File: config.mk
export PLATFORM = sky130hd
export DESIGN_NAME = stp_pattern_det
export DESIGN_NICKNAME = d
export VERILOG_FILES = /design/src/rtl/stp_pattern_det.sv
export SDC_FILE = /design/constraint.sdc
export NUM_CORES = 1
export LEC_CHECK = 0
export ABC_AREA = 1
export CAP_MARGIN = 10
export CELL_PAD_IN_SITES_DETAIL_PLACEMENT = 1
export CELL_PAD_IN_SITES_GLOBAL_PLACEMENT = 1
export CORE_UTILIZATION = 37
export DETAILED_ROUTE_END_ITERATION = 16
export PLACE_DENSITY = 0.82
export SYNTH_ARGS = -nofsm -noshare
export SYNTH_HDL_FRONTEND = slang
export SYNTH_SLANG_ARGS = --single-unit
File: constraint.sdc
create_clock -name clk -period 3.84 [get_ports clk]
set_clock_uncertainty 0.1 [all_clocks]
set_input_delay 0.96 -clock clk [delete_from_list [all_inputs] [get_ports clk]]
set_output_delay 0.96 -clock clk [all_outputs]
set_load 0.01 [all_outputs]
File: src/rtl/stp_pattern_det.sv
// Serial-to-parallel shift register with a masked pattern matcher, a word
// framing strobe and a saturating match counter. All outputs are registered.
module stp_pattern_det #(
  parameter int BIT_WIDTH = 4,
  parameter int CNT_WIDTH = 8,
  parameter bit MSB_FIRST = 1'b1
) (
  input  logic                 clk,
  input  logic                 rst,
  input  logic                 shift_en,
  input  logic                 ser_in,
  input  logic                 clear,
  input  logic [BIT_WIDTH-1:0] pattern,
  input  logic [BIT_WIDTH-1:0] mask,
  output logic [BIT_WIDTH-1:0] par_out,
  output logic                 primed,
  output logic                 match,
  output logic                 match_pulse,
  output logic                 word_valid,
  output logic [CNT_WIDTH-1:0] match_cnt
);

  localparam int FW = $clog2(BIT_WIDTH + 1);
  localparam int RW = $clog2(BIT_WIDTH);
  localparam logic [FW-1:0] FILL_MAX   = FW'(BIT_WIDTH);
  localparam logic [RW-1:0] FRAME_LAST = RW'(BIT_WIDTH - 1);

  logic [BIT_WIDTH-1:0] par_q, par_d;
  logic [FW-1:0]        fill_q, fill_d;
  logic [RW-1:0]        frame_q, frame_d;
  logic                 primed_q, primed_d;
  logic                 match_q, match_d;
  logic                 pulse_q, pulse_d;
  logic                 wv_q, wv_d;
  logic [CNT_WIDTH-1:0] cnt_q, cnt_d;
  logic                 hit;

  always_comb begin
    par_d    = par_q;
    fill_d   = fill_q;
    frame_d  = frame_q;
    primed_d = primed_q;
    match_d  = match_q;
    pulse_d  = 1'b0;
    wv_d     = 1'b0;
    cnt_d    = cnt_q;
    hit      = 1'b0;
    if (clear) begin
      par_d    = '0;
      fill_d   = '0;
      frame_d  = '0;
      primed_d = 1'b0;
      match_d  = 1'b0;
      cnt_d    = '0;
    end else if (shift_en) begin
      if (MSB_FIRST) par_d = {par_q[BIT_WIDTH-2:0], ser_in};
      else           par_d = {ser_in, par_q[BIT_WIDTH-1:1]};
      fill_d   = (fill_q == FILL_MAX) ? fill_q : fill_q + FW'(1);
      primed_d = (fill_d == FILL_MAX);
      // Compare against the post-shift word so the result has no extra latency.
      hit      = primed_d && (((par_d ^ pattern) & mask) == '0);
      match_d  = hit;
      pulse_d  = hit;
      if (hit && (cnt_q != '1)) cnt_d = cnt_q + CNT_WIDTH'(1);
      wv_d     = (frame_q == FRAME_LAST);
      frame_d  = wv_d ? '0 : frame_q + RW'(1);
    end
  end

  always_ff @(posedge clk or posedge rst) begin
    if (rst) begin
      par_q    <= '0;
      fill_q   <= '0;
      frame_q  <= '0;
      primed_q <= 1'b0;
      match_q  <= 1'b0;
      pulse_q  <= 1'b0;
      wv_q     <= 1'b0;
      cnt_q    <= '0;
    end else begin
      par_q    <= par_d;
      fill_q   <= fill_d;
      frame_q  <= frame_d;
      primed_q <= primed_d;
      match_q  <= match_d;
      pulse_q  <= pulse_d;
      wv_q     <= wv_d;
      cnt_q    <= cnt_d;
    end
  end

  assign par_out     = par_q;
  assign primed      = primed_q;
  assign match       = match_q;
  assign match_pulse = pulse_q;
  assign word_valid  = wv_q;
  assign match_cnt   = cnt_q;

endmodule

==> impl_metrics.tcl <==
set metrics [dict create \
    async_reset_ff_share_pct 100 \
    max_slew_margin_pct 46.2 \
    avgRoutedWirePerCell_um 12.6 \
    path_class "reg -> out" \
    ctsResizeCount 0 \
    clock_sinks 21 \
    syn_area_per_cell_um2 7.60 \
    cp-end-kind "output pin" \
    outcome "complete, but fails checks" \
    place_congestion 0.843 \
    final_area_um2 1530 \
    first_pass_iters 10 \
    powerDensity_nw_per_um2 301 \
    hold_path.class "reg -> reg" \
    finalSetupViolCount 0 \
    synth.cell_area_um2 1180 \
    cp.arrival_ps 1380 \
    cpPeakStageDelay_ps 580 \
    critPathLaunchType "flip-flop" \
    std_cell_rows 20 \
    max-cap-violations 0 \
    ir_drop_mv 0.123 \
    portBuffers 28 \
    power.total_uw 460 \
    synth_edf_count 0 \
    core-area_um2 3030 \
    io_pins 29 \
    hpwl_mm 2.34 \
    syn-num-nets 172 \
    holdBufCountCts 0 \
    path_delay_family "buffers and inverters" \
    cp_cell_sequence "clkdlybuf4s50_1" \
    crit_required_ps 2780 \
    clk_pin_slew_ps 120 \
    grt_start_max_net_pins 22 \
    hold_violations 0 \
    route.vias.total 1108 \
    crit_slowest_cell "clkdlybuf4s50_1" \
    final_net_count 203 \
    drc 1 \
    cts_tree "built" \
    diodes 0 \
    setup_tns_ps 0 \
    root_buffer "clkbuf_4" \
    maxSlewViolCount 0 \
    rsz0062_at_grt "false" \
    start_util_pct 38.9 \
    max_freq_ghz 0.409 \
    postRouteAntennaNets 0 \
    violations "design-rule violations" \
    drive_above_1_share_pct 5.41 \
    nFillCells 387 \
    final_util_pct 50.5 \
    grt_overflow 0 \
    period_minus_slack_ps 2440 \
    yosysWarnings 0 \
    worstMarginPinSlew_ps 806 \
    worstPathMaxFanout 5 \
    placed_cell_area_um2 1500 \
    hold_ws_ps 404 \
    syn_to_final_growth_pct 29.9 \
    synth_cell_type_count 21 \
    syn_inst 155 \
    clk_latency_ps 310 \
    ctsLongestPathBuffers 2 \
    dieArea_um2 3410 \
    grt_pass1_wl_mm 5.05 \
    htree_levels 1 \
    die_h_um 58.4 \
    wl_mm 2.88 \
    grt_pass1_vias 1146 \
    synth_seq_area_share_pct 44.6 \
    vias_per_cell 4.84 \
    antenna_found_initial 0 \
    track_usage_pct 19.6 \
    synth_top_flop_cell "dfrtp_1" \
    crit_buf_inv 1 \
    synth-seq-cells 21 \
    leakage_nw 0.725 \
    die_w_um 58.4 \
    drt-initial-drc-count 31 \
    finalCritPeriodShare_pct 63.7 \
    cts_setup_buffers 0 \
    cts_buffers 3 \
]
area by class of cell:
class | instances | area [µm²] | area share (%)
multi-input combinational | 106 | 544 | 35.6
sequential | 21 | 526 | 34.4
timing repair buffer | 28 | 280 | 18.3
inverter | 26 | 97.6 | 6.38
tap | 44 | 55.1 | 3.60
clock buffer | 4 | 26.3 | 1.72
layer usage:
layer	up-vias	wire length, µm	track usage, %
met1	535	1310	23.6
met2	18	1470	35.5
li1	553	-	-
met5	-	0	0
met3	2	76	3.30
met4	0	19	6.46
state kept, by name, indices dropped and copies added (netlist names):
register,count
fill_q,3
frame_q,2
match,1
match_cnt,8
match_pulse,1
par_out,4
primed,1
word_valid,1
cells by family after synthesis:
family	share of synthesized area (%)
flip-flops	44.6
buffers and inverters	9.14
AO/OA/AOI/OAI	6.48
AND/OR/NAND/NOR	33.3
XOR/XNOR	2.23
adder cells (fa/ha/maj)	4.25
report_power, final:
group / switching, mW / total [mW] / leakage (nW) / internal, mW
Clock: 0.0718 / 0.112 / 0.0150 / 0.0405
Sequential: 0.00952 / 0.244 / 0.287 / 0.235
Combinational: 0.0618 / 0.104 / 0.423 / 0.0419
metrics by stage:
stage               std cells  worst slack, ps
finish                    229             1400
global route              229             1330
CTS                       229             1400
detailed placement        225             1210
global placement          225             1280
floorplan                 155             1940
synthesized netlist by cell type (2+ instances only):
cell type,n,area (µm²)
xor2_1,3,26.3
dfrtp_1,21,526
o21ai_0,6,30.0
o22ai_1,4,25.0
nand3_1,16,80.1
nand2_2,2,12.5
nor3b_1,2,15.0
ha_1,4,50.1
nand4_1,3,18.8
nand2_1,44,165
buf_2,2,10.0
nor2_2,2,12.5
nand3_2,2,20.0
nor2_1,12,45.0
inv_1,26,97.6
placed cells by master, fill, tap and decap left out:
cell,synthesis,final
nand4_1,3,3
nand2_2,2,2
nand3_2,2,2
ha_1,4,4
clkbuf_1,0,1
nor2_1,12,12
nand2_1,44,44
dfrtp_1,21,21
a21oi_1,1,1
or2_0,1,1
nor3b_1,2,2
a22o_1,1,1
nor2_4,1,1
nor3_1,1,1
clkbuf_4,0,3
xor2_1,3,3
o31ai_1,1,1
o21ai_0,6,6
clkdlybuf4s50_1,0,28
nor2_2,2,2
nand3_1,16,16
o22ai_1,4,4
inv_1,26,26
worst paths after layout:
| path | endpoint | cells after the start | start | slack [ps] |
|---|---|---|---|---|
| worst max-delay path | match_cnt[3] | 1 | match_cnt[3]$_DFFE_PP0P_ | 1400 |
| worst min-delay path | frame_q[0]$_DFFE_PP0P_ | 1 | frame_q[0]$_DFFE_PP0P_ | 400 |
| worst max register to register | match_cnt[3]$_DFFE_PP0P_ | 10 | fill_q[0]$_DFFE_PP0P_ | 2030 |
| worst min register to register | frame_q[0]$_DFFE_PP0P_ | 1 | frame_q[0]$_DFFE_PP0P_ | 400 |
| max in group asynchronous | match_pulse$_DFF_PP0_ | 2 | rst | 2140 |
| min in group asynchronous | match_cnt[3]$_DFFE_PP0P_ | 2 | rst | 1000 |
No activity file was read; power rests on OpenSTA's default activity.
